$ cat src/rtl/slice_serial_subtractor_16bit_pkg.sv
// Shared widths, FSM state type and nibble helper for the slice-serial subtractor.
package sub_pkg;

    localparam int SLICE_W    = 4;
    localparam int NUM_SLICES = 4;
    localparam int DATA_W     = 16;
    localparam int CNT_W      = 2;

    typedef enum logic [1:0] {
        IDLE,
        CALC,
        DONE
    } state_t;

    typedef logic [CNT_W-1:0] cnt_t;

    localparam cnt_t LAST_SLICE = cnt_t'(NUM_SLICES - 1);

    function automatic logic [SLICE_W-1:0] nibble(input logic [DATA_W-1:0] word, input cnt_t idx);
        return word[idx*SLICE_W +: SLICE_W];
    endfunction

endpackage

$ cat src/rtl/slice_serial_subtractor_16bit_borrow_slice.sv
// One 4-bit subtract slice with borrow-in/borrow-out; the borrow is the 5th result bit.
module borrow_slice_4bit
    import sub_pkg::*;
(
    input  logic [SLICE_W-1:0] a_i,
    input  logic [SLICE_W-1:0] b_i,
    input  logic               bi_i,
    output logic [SLICE_W-1:0] d_o,
    output logic               bo_o
);

    logic [SLICE_W:0] res;

    assign res  = {1'b0, a_i} - {1'b0, b_i} - {{SLICE_W{1'b0}}, bi_i};
    assign d_o  = res[SLICE_W-1:0];
    assign bo_o = res[SLICE_W];

endmodule

$ cat src/rtl/slice_serial_subtractor_16bit.sv
// 16-bit a - b - bin computed one nibble per clock through a single shared borrow slice.
// Define SUB_OVERFLOW_EN to add the registered signed-overflow output ovf.
module slice_serial_subtractor_16bit
    import sub_pkg::*;
(
    input  logic              clk,
    input  logic              rst,
    input  logic              in_valid,
    output logic              in_ready,
    input  logic [DATA_W-1:0] a,
    input  logic [DATA_W-1:0] b,
    input  logic              bin,
    output logic              out_valid,
    input  logic              out_ready,
    output logic [DATA_W-1:0] diff,
    output logic              bout
`ifdef SUB_OVERFLOW_EN
    ,
    output logic              ovf
`endif
);

    state_t             state_q, state_d;
    cnt_t               cnt_q;
    logic [DATA_W-1:0]  a_q, b_q, work_q, work_d, diff_q;
    logic               borrow_q, bout_q, out_valid_q;
    logic [SLICE_W-1:0] slice_d;
    logic               slice_bo;
    logic               accept;

    borrow_slice_4bit u_slice (
        .a_i  (nibble(a_q, cnt_q)),
        .b_i  (nibble(b_q, cnt_q)),
        .bi_i (borrow_q),
        .d_o  (slice_d),
        .bo_o (slice_bo)
    );

    always_ff @(posedge clk) begin
        if (rst) state_q <= IDLE;
        else     state_q <= state_d;
    end

    always_comb begin
        state_d = state_q;
        case (state_q)
            IDLE:    if (in_valid) state_d = CALC;
            CALC:    if (cnt_q == LAST_SLICE) state_d = DONE;
            DONE:    if (out_ready) state_d = in_valid ? CALC : IDLE;
            default: state_d = IDLE;
        endcase
    end

    // in_ready is held low during reset so nothing is accepted on a reset edge.
    always_comb begin
        in_ready  = !rst && ((state_q == IDLE) || ((state_q == DONE) && out_ready));
        out_valid = out_valid_q;
        accept    = in_valid && in_ready;
    end

    always_comb begin
        work_d = work_q;
        work_d[cnt_q*SLICE_W +: SLICE_W] = slice_d;
    end

`ifdef SUB_OVERFLOW_EN
    logic ovf_q;
    assign ovf = ovf_q;
`endif

    assign diff = diff_q;
    assign bout = bout_q;

    // Outputs only move on the edge that enters DONE; they hold through IDLE and the next CALC.
    always_ff @(posedge clk) begin
        if (rst) begin
            cnt_q       <= '0;
            a_q         <= '0;
            b_q         <= '0;
            borrow_q    <= 1'b0;
            work_q      <= '0;
            diff_q      <= '0;
            bout_q      <= 1'b0;
            out_valid_q <= 1'b0;
`ifdef SUB_OVERFLOW_EN
            ovf_q       <= 1'b0;
`endif
        end else begin
            if ((state_q == DONE) && out_ready) out_valid_q <= 1'b0;
            if (accept) begin
                a_q      <= a;
                b_q      <= b;
                borrow_q <= bin;
                cnt_q    <= '0;
            end else if (state_q == CALC) begin
                work_q   <= work_d;
                borrow_q <= slice_bo;
                cnt_q    <= cnt_q + cnt_t'(1);
                if (cnt_q == LAST_SLICE) begin
                    diff_q      <= work_d;
                    bout_q      <= slice_bo;
                    out_valid_q <= 1'b1;
`ifdef SUB_OVERFLOW_EN
                    ovf_q       <= (a_q[DATA_W-1] ^ b_q[DATA_W-1]) & (work_d[DATA_W-1] ^ a_q[DATA_W-1]);
`endif
                end
            end
        end
    end

endmodule

$ cat config.mk
export PLATFORM = sky130hd
export DESIGN_NAME = slice_serial_subtractor_16bit
export DESIGN_NICKNAME = d
export VERILOG_FILES = /design/src/rtl/slice_serial_subtractor_16bit_pkg.sv /design/src/rtl/slice_serial_subtractor_16bit_borrow_slice.sv /design/src/rtl/slice_serial_subtractor_16bit.sv
export SDC_FILE = /design/constraint.sdc
export NUM_CORES = 1
export LEC_CHECK = 0
export CELL_PAD_IN_SITES_DETAIL_PLACEMENT = 2
export CELL_PAD_IN_SITES_GLOBAL_PLACEMENT = 2
export CORE_ASPECT_RATIO = 1.5
export CORE_MARGIN = 8
export CORE_UTILIZATION = 31
export DETAILED_ROUTE_END_ITERATION = 8
export PLACE_DENSITY_LB_ADDON = 0.12
export SLEW_MARGIN = 40
export SYNTH_ARGS = -nofsm -noshare
export SYNTH_HDL_FRONTEND = slang
export SYNTH_SLANG_ARGS = --single-unit
$ cat constraint.sdc
create_clock -name clk -period 3.9 [get_ports clk]
set_input_delay 0.78 -clock clk [delete_from_list [all_inputs] [get_ports clk]]
set_output_delay 0.78 -clock clk [all_outputs]
set_load 0.005 [all_outputs]
# After elaboration in Yosys (flattened, before gate mapping)
# Index checks and enable logic that the tools add are counted.
# totals
ff_bits,71
inputBits,37
word_cells,47
# op_classes
add_sub_neg,4
n_eq_ne,6
n_shift,4
muxes,12
n_bitwise,1
reduce_logical,11
# op_table
operator,n
4-bit negation with 34-bit output,1
"4-bit by 34-bit variable shift with 16-bit output, first input constant",1
4-bit by 34-bit variable part select with 16-bit output,1
16-bit by 5-bit variable part select with 4-bit output,2
16-bit bitwise mux,1
1-bit two-way mux,7
2-bit two-way mux,3
"2-bit != test, second input constant",3
2-bit case mux with 3 select lines,1
3-bit AND reduction,2
4-bit by 4-bit subtractor with 5-bit output,1
5-bit by 1-bit subtractor with 5-bit output,1
"2-bit == test, second input constant",2
1-bit logical AND,3
"2-bit by 1-bit adder with 2-bit output, second input constant",1
"2-bit by 1-bit == test with 1-bit output, second input constant",1
2-bit zero test,1
2-bit AND reduction,1
2-bit nonzero test,1
2-bit OR reduction,1
1-bit zero test,1
1-bit logical OR,1
1-bit inverter,1

# Depth between registers and ports, before layout
# Gate-level depths: netlist of the first run.
# logic_depth
depth_word,7
depth_mapped,11
mapped_depth_nobuf,9

# By module
# Synthesis of the first run repeated with hierarchy kept, for this count alone.
# unflattened
cells_unflattened,376
area_unflattened_um2,3279.4
# by_module_without_submodules
module,n_inst,cells_each,area_each_um2,seq_area_each_um2
slice_serial_subtractor_16bit,1,352,3071.7,1421.4
borrow_slice_4bit,1,24,207.7,0.0

# Worst setup path after synthesis of the first run
# Ideal clock, no wire load.
# synth_path
kind,reg2reg
start,register cnt_q[0]
end,register borrow_q
setup_time_ns,0.058
arrival_ns,2.704
required_ns,3.842
setup_slack_ns,1.138
stages_incl_launch_ff,11
n_path_buf,2
synth_period_minus_slack_ns,2.762
path_cell_list,dfxtp_1 buf_6 buf_4 mux4_2 ha_1 inv_1 ha_1 a21boi_0 or3_1 a311oi_1 a21o_1
# synth_between
elab_chain_len,5
# synth_lines
element,line,rtl
from (decl),slice_serial_subtractor_16bit.sv:24,cnt_t cnt_q;
from (signal assigned),slice_serial_subtractor_16bit.sv:98,cnt_q <= cnt_q + cnt_t'(1);
16-bit by 5-bit variable part select with 4-bit output,slice_serial_subtractor_16bit_pkg.sv:20,return word[idx*SLICE_W +: SLICE_W];
4-bit by 4-bit subtractor with 5-bit output *,slice_serial_subtractor_16bit_borrow_slice.sv:14,"assign res = {1'b0, a_i} - {1'b0, b_i} - {{SLICE_W{1'b0}}, bi_i};"
5-bit by 1-bit subtractor with 5-bit output *,slice_serial_subtractor_16bit_borrow_slice.sv:14,
1-bit two-way mux *,slice_serial_subtractor_16bit.sv:95,end else if (state_q == CALC) begin
1-bit two-way mux *,slice_serial_subtractor_16bit.sv:90,if (accept) begin
to (signal assigned),slice_serial_subtractor_16bit.sv:93,borrow_q <= bin;
to (signal assigned),slice_serial_subtractor_16bit.sv:97,borrow_q <= slice_bo;
to (decl),slice_serial_subtractor_16bit.sv:26,"logic borrow_q, bout_q, out_valid_q;"
# Every way passes the cells marked *; elsewhere a longest branch is shown, timed or not. The select of a mux whose other input is x is not followed.
# A chain may end at the register's enable or synchronous reset.

# Worst setup path after layout of the first run
# layout_path
start,register cnt_q[0]
end,register work_q[5]
# layout_between
elab_chain_len,5
# layout_lines
element,line,rtl
16-bit by 5-bit variable part select with 4-bit output,slice_serial_subtractor_16bit_pkg.sv:20,
4-bit by 4-bit subtractor with 5-bit output,slice_serial_subtractor_16bit_borrow_slice.sv:14,
5-bit by 1-bit subtractor with 5-bit output,slice_serial_subtractor_16bit_borrow_slice.sv:14,
4-bit by 34-bit variable part select with 16-bit output,slice_serial_subtractor_16bit.sv:63,work_d[cnt_q*SLICE_W +: SLICE_W] = slice_d;
16-bit bitwise mux *,slice_serial_subtractor_16bit.sv:63,
to (signal assigned),slice_serial_subtractor_16bit.sv:96,work_q <= work_d;
to (decl),slice_serial_subtractor_16bit.sv:25,"logic [DATA_W-1:0] a_q, b_q, work_q, work_d, diff_q;"
# Every way passes the cells marked *; elsewhere a longest branch is shown, timed or not.

==> impl_metrics.yaml, run 1 <==
flow_run:
  max_cap_viol_count: 0
die:
  core_um2: 10400
  start_util: 0.315
  die_h_um: 142
  die_area_um2: 14200
  pin_count: 56
  fp-row-count: 46
  die_w_um: 100
global_routing:
  antenna_found_initial: 0
  grt_pass1_wl_um: 17500
  grt_use_total: 0.160
  grt_pass1_vias: 3320
  grt_max_degree: 43
  grt_overflow: 0
route:
  drt_iter0_drc: 64
  firstDrtPassIters: 4
  wirelength_um: 10600
  drc: 0
  via_per_inst: 5.08
  route.layer.met1.wl_um: 4010
  wl_per_cell_um: 18.3
  vias: 2937
  top_layer_used: "met4"
  route.met2.wl_um: 6150
  drtAntennaViolNets: 0
  dr_wl_met3_um: 332
critical_path:
  crit_type: "reg2reg"
  crit_start: "cnt_q[0]$_SDFFE_PP0P_"
  reg2reg_slack_ns: 0.75
  start_kind: "register"
  required_ns: 4.17
  r2r-end: "work_q[5]$_SDFFE_PP0P_"
  rr_startpoint: "cnt_q[0]$_SDFFE_PP0P_"
  cp_max_fo: 8
  crit_path_end_kind: "register"
  critPathArrivalTime_ns: 3.42
  r2r_cells: 7
yosys:
  async_flop_share: 0
  synth_cells: 381
  synth_edf_count: 0
  syn_nets: 430
  ys_top_cells_by_area: "dfxtp_1 43%, nand2_1 8.8%, a21oi_1 6.9%, mux4_2 4.8%, nor2_1 4.1%"
  avgSynthCellArea_um2: 8.61
  synth.cell_area_um2: 3280
  synth.distinct_cells: 49
  synth-warning-count: 0
  ys_seq_elements: 71
  ys_seq_area_frac: 0.433
  yosys.area.top_type: "dfxtp_1"
  synthFlopType: "dfxtp_1"
  synth_top_area_frac: 0.433
cts:
  cts_tree: "done"
  clk_root_buffer_cell: "clkbuf_16"
  cts_buffers: 9
  cts_setup_buffers: 0
  clk_path_buf_depth: 2
  cts_htree_levels: 3
  postCtsHoldBufs: 0
  insertion_delay_ns: 0.34
  cts.clk_slew.worst_paths_ns: 0.06
  clock_sinks: 71
  cts.repair.resized: 0
hold_path:
  holdPathStages: 2
  holdPathEnd: "a_q[15]$_SDFFE_PP0P_"
  worstHoldStart: "a_q[15]$_SDFFE_PP0P_"
  hold_class: "reg2reg"
layout:
  nets: 478
  area_growth_pct: 29.7
  drive_above_1_share: 0.0876
  instances_no_fill: 578
  layout_commonest_cell: "nand2_1"
  antenna_cells: 0
  finish.instance_area_um2: 4250
  layout_common_cells: "77 x nand2_1, 71 x dfxtp_1, 54 x clkdlybuf4s50_1"
placement:
  port_buffers: 55
  dpl.cell_count: 562
  gp_congestion: 0.750
  hpwlAfterDp_um: 7730
  dpl_cell_area_um2: 3940
timing:
  rsz0062_at_grt: "no"
  tns_ns: 0
  skew_ns: 0.00399
  slew-limit-headroom: 0.511
  setup_viol: 0
  fmax_mhz: 317
  post-route-period-util: 0.809
  worstMarginPinSlew_ns: 0.731
  period_needed_ns: 3.15
  holdWs_ns: 0.458
  slew_violations: 0
  hold_viol: 0
power_and_ir_drop:
  peakVddDrop_v: 0.000211
  p_leak_nw: 1.50
  power_density_nw_per_um2: 450
run_status:
  outcome: "finished clean"
flip-flops by register name (all words and copies together) (netlist names):
signal	cells
diff	16
borrow_q	1
bout	1
b_q	16
out_valid	1
work_q	16
cnt_q	2
state_q	2
a_q	16
area by class of cell:
class	count	area [um2]
sequential	71	1420
fill	1187	6160
inverter	19	71.3
timing repair buffer	63	606
multi-input combinational	265	1660
tap	144	180
clock buffer	9	225
clock inverter	7	87.6
worst max-delay path: stages (launching register included):
cell and delay, ns:
dfxtp_1 0.59, mux4_2 0.59, fa_1 0.41, inv_1 0.09
fa_1 0.52, nor3_1 0.55, a22oi_1 0.20, nor2_1 0.13
routing by layer:
metal,up-vias,track usage
li1,1430,-
met1,1450,0.157
met2,47,0.309
met3,10,0.0421
met4,0,0.0536
met5,-,0
cells by family (layout without fill, tap and decap cells):
family	count (synthesis)	in the layout	synth area share
mux	8	8	0.0561
xor+xnor	3	3	0.0103
simple gates	153	153	0.209
buf+inv	45	98	0.0618
compound gates	89	89	0.179
flops	71	71	0.433
fa+ha+maj	12	12	0.0504
worst max-delay path by stage:
stage | endpoint | slack (ns)
finish | work_q[5]$_SDFFE_PP0P_ | 0.75
CTS | work_q[5]$_SDFFE_PP0P_ | 0.68
floorplan | borrow_q$_SDFFE_PP0P_ | 1.14
detailed placement | work_q[5]$_SDFFE_PP0P_ | 0.71
global route | work_q[9]$_SDFFE_PP0P_ | 0.50
global placement | work_q[1]$_SDFFE_PP0P_ | 0.77
power breakdown:
group          leakage (nW)  internal (mW)  switching (mW)  total, mW
clock network         0.155          0.555           0.317      0.872
registers             0.576          0.749          0.0208      0.770
logic                 0.774          0.110           0.161      0.271
total                  1.50           1.41           0.499       1.91
stage by stage:
step	total power, mW	util	setup WS, ns
2_1_floorplan	0.950	-	1.14
3_3_place_gp	1.04	0.378	0.774
3_5_place_dp	1.06	0.378	0.714
4_1_cts	1.94	0.408	0.676
5_1_grt	2.00	0.408	0.498
6_report	1.91	0.408	0.746
cells in the mapped netlist, types with 2 or more instances:
library cell  count
nand2_1          77
dfxtp_1          71
a21oi_1          45
nor2_1           36
inv_1            19
clkbuf_1         17
nor3_1           13
ha_1             10
a22oi_1           8
a211oi_1          7
a221oi_1          7
mux4_2            7
nand3_1           7
a32oi_1           5
buf_2             4
o31ai_1           4
a311oi_1          2
and3_1            2
buf_6             2
fa_1              2
nand2b_1          2
nand4bb_1         2
nor4_1            2
o21ai_0           2
o221ai_1          2
or4_1             2
xnor2_1           2
No activity file was read; power rests on OpenSTA's default activity.
==> run 2, diff against run 1 <==
- clock period: 3.9 -> 2.95 ns (I/O delays scaled with it)
==> impl_metrics.yaml, run 2 (synthesis gave the netlist of run 1 again) <==
placement:
  dpl.cell_count: 569
  hpwlAfterDp_um: 7960
  port_buffers: 55
  gp_congestion: 0.779
timing:
  rsz0062_at_grt: "no"
  worstMarginPinSlew_ns: 0.549
  slew_violations: 0
  fmax_mhz: 363
  skew_ns: 0.00693
  setup_viol: 0
  tns_ns: 0
  hold_viol: 0
  period_needed_ns: 2.76
  holdWs_ns: 0.457
  post-route-period-util: 0.934
  slew-limit-headroom: 0.631
critical_path:
  crit_start: "cnt_q[0]$_SDFFE_PP0P_"
  cp_slowest_cell: "mux4_2"
  crit_path_cell_trace: "mux4_2 -> inv_1 -> fa_1 -> inv_1 -> fa_1 -> xnor2_1 -> and2_1 -> a22oi_1 -> nor2_1"
  cp_max_fo: 8
  rr_startpoint: "cnt_q[0]$_SDFFE_PP0P_"
  critPathMaxStageDelay_ns: 0.53
  critPathArrivalTime_ns: 3.03
  crit_path_end_kind: "register"
  crit_type: "reg2reg"
  required_ns: 3.22
  start_kind: "register"
cts:
  clk_path_buf_depth: 2
  cts_htree_levels: 3
  clock_sinks: 71
  clk_root_buffer_cell: "clkbuf_16"
  insertion_delay_ns: 0.34
  cts_buffers: 9
  cts.clk_slew.worst_paths_ns: 0.06
  cts_setup_buffers: 0
  postCtsHoldBufs: 0
  cts_tree: "done"
layout:
  area_growth_pct: 33.8
  nets: 485
  layout_common_cells: "77 x nand2_1, 70 x dfxtp_1, 54 x clkdlybuf4s50_1"
  antenna_cells: 0
  utilization: 0.421
  drive_above_1_share: 0.102
  instances_no_fill: 585
  layout_commonest_cell: "nand2_1"
  n_fill_cell: 1185
  multi_input_area_um2: 1660
  seq_area_um2: 1420
route:
  drt_iter0_drc: 70
  drtAntennaViolNets: 0
  wl_per_cell_um: 18.0
  vias: 2979
  wirelength_um: 10500
  drc: 0
  via_per_inst: 5.09
  firstDrtPassIters: 4
power_and_ir_drop:
  power_density_nw_per_um2: 632
  p_leak_nw: 1.57
  peakVddDrop_v: 0.000281
global_routing:
  grt_max_degree: 41
  grt_pass1_wl_um: 17200
  grt_use_total: 0.156
  antenna_found_initial: 0
  grt_overflow: 0
  grt_pass1_vias: 3291
die:
  core_um2: 10400
  die_w_um: 100
  fp-row-count: 46
  start_util: 0.315
  pin_count: 56
  die_area_um2: 14200
  die_h_um: 142
run_status:
  outcome: "finished clean"
hold_path:
  worstHoldStart: "b_q[13]$_SDFFE_PP0P_"
  hold_class: "reg2reg"
flow_run:
  max_cap_viol_count: 0
## run 2: cell count changes in the layout (fill, tap and decap cells not counted), sizes merged
cell / change
bufinv: +2
buf: +7
clkbuf: +2
clkinv: -4
## run 2: final timing paths
| path | slack (ns) | cells after the start | end |
|---|---|---|---|
| setup / recovery | 0.19 | 9 | work_q[2]$_SDFFE_PP0P_ |
| hold / removal | 0.46 | 2 | b_q[13]$_SDFFE_PP0P_ |
| setup reg to reg | 0.19 | 9 | work_q[2]$_SDFFE_PP0P_ |
| hold reg to reg | 0.46 | 2 | b_q[13]$_SDFFE_PP0P_ |
## run 2: area by class of cell
type | count | area share
Multi-Input combinational cell | 265 | 0.379
Inverter | 19 | 0.0163
Sequential cell | 71 | 0.324
Clock buffer | 11 | 0.0576
Clock inverter | 5 | 0.0291
Tap cell | 144 | 0.0411
Timing Repair Buffer | 70 | 0.153
## run 2: power by group
group | internal [mW] | switching [mW]
sequential | 0.990 | 0.0258
combinational | 0.160 | 0.215
clock | 0.958 | 0.424
total | 2.11 | 0.664
## run 2: worst max-delay path: cells and delay by family, from the launching register on
kind / cells / cell delay (ns)
multiplexers: 1 / 0.53
AND/OR/NAND/NOR: 2 / 0.40
adder cells (fa/ha/maj): 2 / 0.62
AO/OA/AOI/OAI: 1 / 0.10
buffers and inverters: 2 / 0.15
flip-flops: 1 / 0.47
XOR/XNOR: 1 / 0.42
## run 2: metal layers
layer | track usage | wire, um | up-vias
met4 | 0.0816 | 288 | 0
met1 | 0.159 | 4010 | 1461
met5 | 0 | 0 | -
met3 | 0.0279 | 335 | 18
met2 | 0.293 | 5890 | 56
li1 | - | - | 1444
## run 2: through the flow
step	setup WS [ns]	cell area, um2	power, mW
6_report	0.193	4390	2.77
5_1_grt	0.0386	4390	2.89
4_1_cts	0.00986	4390	2.81
3_5_place_dp	0.0314	4010	1.41
3_3_place_gp	0.153	4010	1.40
2_1_floorplan	0.188	3280	1.26
## run 2: repair_timing
item / in CTS / in global routing
resized for setup: 0 / 1
hold endpoints to repair: 0 / 0
endpoints found under the setup margin: 0 / 18
